**config.mk**
```make
export PLATFORM = sky130hd
export DESIGN_NAME = fifo_sr_write_arbiter
export DESIGN_NICKNAME = d
export VERILOG_FILES = /design/src/rtl/fifo_sr_write_arbiter.sv
export SDC_FILE = /design/constraint.sdc
export NUM_CORES = 1
export LEC_CHECK = 0
export BUFFER_PORTS_ARGS = -buffer_cell sky130_fd_sc_hd__buf_2
export CAP_MARGIN = 15
export CORE_UTILIZATION = 35
export CTS_CLUSTER_DIAMETER = 120
export DETAILED_ROUTE_END_ITERATION = 10
export PLACE_DENSITY = 0.72
export SYNTH_ARGS = -nofsm -noshare
export SYNTH_HDL_FRONTEND = slang
export SYNTH_SLANG_ARGS = --single-unit
```
**constraint.sdc**
```tcl
create_clock -name clk -period 1.3 [get_ports clk]
set_clock_uncertainty 0.05 [all_clocks]
set_input_delay 0.065 -clock clk [delete_from_list [all_inputs] [get_ports clk]]
set_output_delay 0.065 -clock clk [all_outputs]
set_load 0.02 [all_outputs]
```
**src/rtl/fifo_sr_write_arbiter.sv**
```systemverilog
// ---------------------------------------------------------------------------
// fifo_sr_write_arbiter
//
// Shares the single write port of the multi-flux shift-register FIFO among
// FLUX producers (one per flux). Producers are granted round-robin for a
// burst of at most BURST beats. Each beat is tagged with the producer's flux
// index and written as {flux_id, payload}.
//
// Ports:
//   clk         in   clock, all state changes on the rising edge
//   rst         in   synchronous active-high reset
//   req_valid   in   [FLUX]            per-producer beat valid
//   req_data    in   [FLUX*DATA_WIDTH] flattened payloads, producer i at
//                                      [i*DATA_WIDTH +: DATA_WIDTH]
//   req_ready   out  [FLUX]            per-producer accept (at most one high)
//   fifo_din    out  [DATA_WIDTH+ID_W] {owner, payload} to the FIFO
//   fifo_write  out  write strobe to the FIFO
//   fifo_full   in   FIFO full flag
//   grant       out  [FLUX]            one-hot current owner, zero when idle
//   busy        out  high while a producer holds the grant
// ---------------------------------------------------------------------------
module fifo_sr_write_arbiter #(
    parameter  int DATA_WIDTH = 8,
    parameter  int FLUX       = 2,
    parameter  int BURST      = 4,
    localparam int ID_W       = $clog2(FLUX),
    localparam int CNT_W      = $clog2(BURST + 1)
) (
    input  logic                       clk,
    input  logic                       rst,
    input  logic [FLUX-1:0]            req_valid,
    input  logic [FLUX*DATA_WIDTH-1:0] req_data,
    output logic [FLUX-1:0]            req_ready,
    output logic [DATA_WIDTH+ID_W-1:0] fifo_din,
    output logic                       fifo_write,
    input  logic                       fifo_full,
    output logic [FLUX-1:0]            grant,
    output logic                       busy
);

    typedef enum logic {
        ST_IDLE  = 1'b0,
        ST_GRANT = 1'b1
    } state_t;

    state_t           r_state;
    logic [ID_W-1:0]  r_owner;
    logic [ID_W-1:0]  r_rr_ptr;
    logic [CNT_W-1:0] r_burst_cnt;

    logic [DATA_WIDTH-1:0] w_data [FLUX];
    logic [FLUX-1:0]       w_owner_onehot;
    logic [ID_W-1:0]       w_sel;
    logic                  w_found;
    logic                  w_owner_valid;
    logic                  w_active;
    logic                  w_xfer;

    // Unpack the flattened payload bus and build the owner one-hot.
    generate
        for (genvar gi = 0; gi < FLUX; gi++) begin : g_unpack
            assign w_data[gi]         = req_data[gi*DATA_WIDTH +: DATA_WIDTH];
            assign w_owner_onehot[gi] = (r_owner == ID_W'(gi));
        end
    endgenerate

    // Round-robin pick: scan from the far end back towards rr_ptr so the
    // closest valid index (in modulo order) is the last one to win.
    always_comb begin
        int idx;
        idx     = 0;
        w_sel   = r_rr_ptr;
        w_found = 1'b0;
        for (int k = FLUX - 1; k >= 0; k--) begin
            idx = int'(r_rr_ptr) + k;
            if (idx >= FLUX) begin
                idx = idx - FLUX;
            end
            if (req_valid[idx]) begin
                w_sel   = ID_W'(idx);
                w_found = 1'b1;
            end
        end
    end

    assign w_owner_valid = req_valid[r_owner];
    // Reset forces every output low whatever the registered state is.
    assign w_active      = (r_state == ST_GRANT) && !rst;
    assign w_xfer        = w_active && w_owner_valid && !fifo_full;

    assign busy       = w_active;
    assign grant      = w_active ? w_owner_onehot : '0;
    assign fifo_write = w_xfer;
    assign req_ready  = w_xfer ? w_owner_onehot : '0;
    assign fifo_din   = w_active ? {r_owner, w_data[r_owner]} : '0;

    always_ff @(posedge clk) begin
        if (rst) begin
            r_state     <= ST_IDLE;
            r_owner     <= '0;
            r_rr_ptr    <= '0;
            r_burst_cnt <= '0;
        end else begin
            case (r_state)
                ST_IDLE: begin
                    if (w_found) begin
                        r_owner     <= w_sel;
                        r_burst_cnt <= '0;
                        r_state     <= ST_GRANT;
                    end
                end
                ST_GRANT: begin
                    // Release on a dropped valid or on the last beat of a
                    // burst; a full FIFO simply holds everything.
                    if (!w_owner_valid ||
                        (w_xfer && r_burst_cnt == CNT_W'(BURST - 1))) begin
                        r_rr_ptr    <= (r_owner == ID_W'(FLUX - 1)) ? '0 : r_owner + 1'b1;
                        r_burst_cnt <= '0;
                        r_state     <= ST_IDLE;
                    end else if (w_xfer) begin
                        r_burst_cnt <= r_burst_cnt + 1'b1;
                    end
                end
                default: begin
                    r_state <= ST_IDLE;
                end
            endcase
        end
    end

endmodule

```
==> results of run 1 <==
==> cells by family after synthesis <==
group | count (synthesis)
simple gates | 25
compound gates | 11
mux | 11
buf+inv | 9
flops | 6
fa+ha+maj | 2
==> stage by stage <==
stage | instance area, um^2 | worst slack (ps) | utilization, % | instances
finish | 855 | -103 | 64.9 | 120
global route | 855 | -157 | 64.9 | 120
CTS | 796 | -194 | 60.4 | 120
detailed placement | 724 | -187 | 55.0 | 116
global placement | 724 | -156 | 55.0 | 116
floorplan | 513 | -144 | - | 64
==> routing by layer <==
metal | GRT usage [%] | wire length [um] | share of wire [%]
met1 | 24.9 | 619 | 38
met3 | 5.11 | 104 | 6.5
met5 | 0 | 0 | 0
met4 | 10.3 | 36 | 2.2
met2 | 31.1 | 848 | 53
==> Yosys cell counts, drive strengths merged, types with 2 or more instances <==
cell	instances	area (um^2)
nor2b	2	12.5
dfxtp	6	120
nor2	9	33.8
nor3	2	10.0
inv	5	18.8
a21oi	3	15.0
nand2	2	7.51
o21ai	4	20.0
ha	2	25.0
buf	3	23.8
nand2b	5	31.3
mux2i	11	110
==> layout by cell type (no fill, tap or decap), types with 2 or more instances in the layout <==
cell | Yosys | routed
dfxtp_1 | 6 | 2
mux2i_1 | 11 | 10
nor3_2 | 0 | 2
ha_4 | 0 | 2
buf_6 | 1 | 4
nand2b_1 | 5 | 4
buf_2 | 1 | 30
nor2_1 | 9 | 9
o21ai_0 | 4 | 4
nand2_1 | 2 | 2
dfxtp_2 | 0 | 3
a21oi_1 | 3 | 3
buf_4 | 1 | 7
clkbuf_4 | 0 | 3
nor2b_1 | 2 | 2
inv_1 | 5 | 4
==> registers in the layout (all words and copies together), names as in the netlist <==
| name | cells |
|---|---|
| r_rr_ptr | 1 |
| r_state | 1 |
| r_owner | 1 |
| r_burst_cnt | 3 |
==> path summary, 6_finish.rpt <==
check / start / to / slack [ps] / cells past startpoint
max: r_burst_cnt[0] / r_burst_cnt[2] / -100 / 5
min: rst / r_state / 20 / 2
max reg2reg: r_burst_cnt[0] / r_burst_cnt[2] / -100 / 5
min reg2reg: r_burst_cnt[1] / r_burst_cnt[1] / 460 / 2
==> area by class of cell <==
| cell class | instances | area [um^2] |
|---|---|---|
| Timing Repair Buffer | 42 | 268 |
| Clock buffer | 3 | 22.5 |
| Tap cell | 15 | 18.8 |
| Sequential cell | 6 | 128 |
| Inverter | 5 | 21.3 |
| Multi-Input combinational cell | 49 | 397 |
| Fill cell | 109 | 463 |
==> repair_timing <==
| item | CTS | global route |
|---|---|---|
| gates cloned | 0 | 0 |
| buffers inserted | 1 | 0 |
| endpoints found under the setup margin | 14 | 19 |
| gates resized for setup | 12 | 14 |
| pin swaps | 0 | 2 |
| hold endpoints to repair | 0 | 0 |
==> where the power goes <==
| part | leakage [nW] | internal, mW | switching (mW) |
|---|---|---|---|
| logic | 0.328 | 0.103 | 0.111 |
| registers | 0.0509 | 0.194 | 0.0105 |
| clock network | 0.0138 | 0.105 | 0.0790 |
==> qor.txt, run 1 <==
MaxCap Viol Count = 0
I/O Pins = 36
Synth Area in XOR/XNOR = 0%
Slew Viols, Final = 0
clock transition at the registers of the reported paths = 50 ps
failing checks = setup timing
hold_buf cts = 0
WL/cell = 13.4 um
Final Hold Violating Endpoints = 0
DRT antenna net count = 0
clk_lat worst skew = 250 ps
Clock Root Buffer = clkbuf_4
delay-heaviest family, CP = simple AND/OR/NAND/NOR gates
P per Cell Area = 706 nW/um^2
area share of fa/ha/maj cells after synthesis = 5.01%
Nets = 130
kind of critical path = reg2reg
DRC violations left = 0
Post-Syn Nets = 87
Final Critical Period = 1400 ps
Final Wtd Congestion = 0.801
asr flop ratio synth = 0%
Compound-Gate Fraction of Synth Area = 13.5%
all-layer global routing usage = 20.0%
DP Wirelength = 972 um
vias per cell = 5.28
num rows = 13
Achievable Freq = 713 MHz
post-synth cell types = 24
Initial Util = 37.9%
via count = 633
grt ovf = 0
startpoint types = flop
cell count after synthesis = 64
final setup fails = 6
Crit. End Element = flop
leakage power total = 0.392 nW
H-tree depth reported by CTS = 1
critical path arrival = 1530 ps
Worst slew margin = 57.6%
CTS buffer count = 3
Mapped Area = 499 um^2
total wire length = 1610 um
Chip Width = 39.8 um
diode count = 0
Slowest cell on crit path = or4_1
Simple-Gate Fraction of Synth Area = 26.1%
port buffer count = 35
CTS sink cnt = 6
Tcrit/Tclk final = 108%
Post-synth EDFFs = 0
status = complete, but fails checks
worst min-delay path class = in2reg
drt first pass iters = 4
fraction of layout cells with a size suffix above 1 = 55.2%
Die Area = 1580 um^2
CP most frequent cell = ha_4
#FFs+latches synth = 6
total number of yosys warnings = 0
area grow syn2layout = 71.2%
Hold WS = 23.6 ps
largest family of logic cells by synthesized area = simple AND/OR/NAND/NOR gates
Avg Inst Size Synth = 7.80 um^2
critical path fanouts, max = 2
worst setup margin = -103 ps
area of the core = 1320 um^2
Max Root-Sink Buffers = 2
sequential element share of the synthesized area = 24.1%
global-route wire length before repair = 2030 um
unrepaired setup endpoints after global routing = true
Detailed Route Iter0 Violations = 10
initial antenna violation count = 0
Buf+Inv Stages, Crit Path = 0
Tightest Pin Transition = 633 ps
worst path cell trace = ha_4, ha_4, nor2b_1, or4_1, mux2i_1
Post-synth top flop = dfxtp_1
total negative slack = -289 ps
worst vdd ir = 0.000465 V
TritonCTS clock tree = yes
CP peak stage delay = 390 ps
Pwr Total = 603 uW
mux cell area share after synthesis = 22.1%
vias in the first global route = 489
CP Data Required Time = 1430 ps
height of the die = 39.8 um
largest net degree at the start of global routing = 15
(Power assumes the default switching activity.)
==> run 2: changes to the inputs <==
Settings changed: CORE_UTILIZATION 35 to 36, GPL_ROUTABILITY_DRIVEN set to 0, PLACE_DENSITY 0.72 to 0.71.
Clock period 1.3 ns to 1.4 ns, I/O delays scaled along.
==> run 2 against run 1 <==
The run still ends with setup timing left. Via count down 3.2%. Register-to-register slack better by 100 ps. Cell count unchanged. Non-clock buffer count stayed put. Wire length decreased by 16%. Critical path depth down 1. First-iteration DRC count is 50% higher. Die area is 2.6% lower. Sequential power is 7% lower. Critical path type unchanged.
==> qor.txt, run 2 (synthesized netlist as in run 1, its figures left out) <==
largest net degree at the start of global routing = 15 (unchanged)
fraction of layout cells with a size suffix above 1 = 51.4% (was 55.2%)
clk_lat worst skew = 250 ps (about the same)
CP most frequent cell = ha_4 (unchanged)
failing checks = setup timing (unchanged)
Final Non-Filler Cells = 120 (unchanged)
WL/cell = 11.3 um (was 13.4 um)
max FFs per register = 3 (unchanged)
P_int = 366 uW (was 402 uW)
startpoint types = flop (unchanged)
diode count = 0 (unchanged)
clock power share = 31.0% (was 30.6%)
status = complete, but fails checks (unchanged)
CP Data Required Time = 1530 ps (was 1430 ps)
via count = 613 (was 633)
initial antenna violation count = 0 (unchanged)
fill cell count = 125 (was 109)
Max Root-Sink Buffers = 2 (unchanged)
CTS sink cnt = 6 (unchanged)
total wire length = 1350 um (was 1610 um)
P per Cell Area = 671 nW/um^2 (was 706 nW/um^2)
Sw Share = 31.8% (was 33.3%)
Worst slew margin = 58.6% (was 57.6%)
Final Critical Period = 1400 ps (about the same)
worst hold path endpoint = r_state (unchanged)
design area = 800 um^2 (was 855 um^2)
CTS buffer count = 3 (unchanged)
Tightest Pin Transition = 619 ps (was 633 ps)
I/O Pins = 36 (unchanged)
Achievable Freq = 713 MHz (about the same)
hold_buf cts = 0 (unchanged)
dpl cells = 114 (was 116)
switching pwr = 171 uW (was 201 uW)
port buffer count = 35 (unchanged)
combinational share of power = 33.6% (was 35.6%)
area grow syn2layout = 60.2% (was 71.2%)
vias per cell = 5.11 (was 5.28)
commonest non-fill, non-tap cell in the layout = buf_2 (unchanged)
Nets = 130 (unchanged)
total negative slack = -4.58 ps (was -289 ps)
Pwr Total = 537 uW (was 603 uW)
vias in the first global route = 503 (was 489)
DRT antenna net count = 0 (unchanged)
TritonCTS clock tree = yes (unchanged)
worst path cell trace = ha_4, ha_4, or4_1, mux2i_1 (was ha_4, ha_4, nor2b_1, or4_1, mux2i_1)
critical path fanouts, max = 2 (unchanged)
MaxCap Viol Count = 0 (unchanged)
Final Hold Violating Endpoints = 0 (unchanged)
Hold Path Cell Cnt = 2 (unchanged)
flop2flop setup slack = -3 ps (was -100 ps)
worst vdd ir = 0.000331 V (was 0.000465 V)
Top reg by flops = r_burst_cnt (unchanged)
most frequent cells in the layout = buf_2 (32), nor2_1 (9), mux2i_1 (9) (was buf_2 (30), mux2i_1 (10), nor2_1 (9))
Die Area = 1540 um^2 (was 1580 um^2)
height of the die = 39.2 um (was 39.8 um)
all-layer global routing usage = 19.1% (was 20.0%)
unrepaired setup endpoints after global routing = true (unchanged)
H-tree depth reported by CTS = 1 (unchanged)
Tcrit/Tclk final = 100% (was 108%)
RR Startpoint = r_burst_cnt[1] (was r_burst_cnt[0])
Clock Root Buffer = clkbuf_4 (unchanged)
delay-heaviest family, CP = simple AND/OR/NAND/NOR gates (unchanged)
FF-to-FF End = r_burst_cnt[2] (unchanged)
CP peak stage delay = 490 ps (was 390 ps)
global-route wire length before repair = 1950 um (was 2030 um)
area of placed instances = 704 um^2 (was 724 um^2)
kind of critical path = reg2reg (unchanged)
area of the core = 1300 um^2 (was 1320 um^2)
num rows = 13 (unchanged)
Chip Width = 39.2 um (was 39.8 um)
Seq pwr share = 35.3% (was 33.9%)
Crit. End Element = flop (unchanged)
drt first pass iters = 4 (unchanged)
DRC violations left = 0 (unchanged)
Worst R2R Path Depth = 4 (was 5)
worst setup margin = -3.43 ps (was -103 ps)
Slowest cell on crit path = or4_1 (unchanged)
grt ovf = 0 (unchanged)
Util after Layout = 61.4% (was 64.9%)
final setup fails = 2 (was 6)
leakage power total = 0.381 nW (was 0.392 nW)
Worst Hold Launch = rst (unchanged)
worst min-delay path class = in2reg (unchanged)
Slew Viols, Final = 0 (unchanged)
Detailed Route Iter0 Violations = 15 (was 10)
clock transition at the registers of the reported paths = 50 ps (about the same)
critical path arrival = 1530 ps (about the same)
Buf+Inv Stages, Crit Path = 0 (unchanged)
Initial Util = 38.4% (was 37.9%)
run 2: cell counts in the layout (fill, tap and decap cells not counted):
No cell type changed its count.
run 2: area by class of cell:
type	count	area, um^2	share of cell area (%)
multi-input combinational	49	372	46.5
timing repair buffer	42	243	30.4
sequential	6	125	15.6
clock buffer	3	22.5	2.82
inverter	5	18.8	2.35
tap	15	18.8	2.35
run 2: power by group through the flow:
| stage | Sequential (mW) | Clock (mW) | Combinational, mW |
|---|---|---|---|
| floorplan | 0.188 | 0 | 0.0983 |
| global placement | 0.190 | 0 | 0.159 |
| detailed placement | 0.190 | 0 | 0.161 |
| CTS | 0.189 | 0.176 | 0.168 |
| global route | 0.190 | 0.183 | 0.197 |
| finish | 0.190 | 0.167 | 0.180 |
run 2: timing repair:
item,in CTS,in global routing
pin swaps,2,0
resized for setup,9,4
cloned,0,0
setup buffers,0,3
setup endpoints to repair,7,9
hold endpoints to repair,0,0
run 2: worst reg2reg max path: stages, from the launching register on:
cell     delay [ps]
dfxtp_2         330
ha_4            160
ha_4            200
or4_1           490
mux2i_1         120
run 2: worst max-delay path by stage:
| stage | from | endpoint | slack [ps] | cells past startpoint |
|---|---|---|---|---|
| 3_3_place_gp | r_burst_cnt[0] | r_burst_cnt[2] | -60 | 4 |
| 6_report | r_burst_cnt[1] | r_burst_cnt[2] | -3 | 4 |
| 4_1_cts | r_burst_cnt[1] | r_burst_cnt[2] | -10 | 4 |
| 2_1_floorplan | r_burst_cnt[0] | r_burst_cnt[2] | -40 | 4 |
| 3_5_place_dp | r_burst_cnt[0] | r_burst_cnt[2] | -90 | 4 |
| 5_1_grt | r_burst_cnt[1] | r_burst_cnt[2] | -80 | 4 |
run 2: stage by stage:
step | setup slack (ps) | hold slack (ps)
4_1_cts | -12.7 | 13.2
2_1_floorplan | -44.1 | 89.1
6_report | -3.43 | 25.0
3_3_place_gp | -60.2 | 292
3_5_place_dp | -88.8 | 291
5_1_grt | -78.9 | 34.3
run 2: layer usage:
layer	track usage (%)	vias up	part of all wire, %
li1	-	309	-
met4	15.5	0	0
met1	20.2	267	44
met2	32.5	37	49
met5	0	-	0
met3	3.47	0	7.4
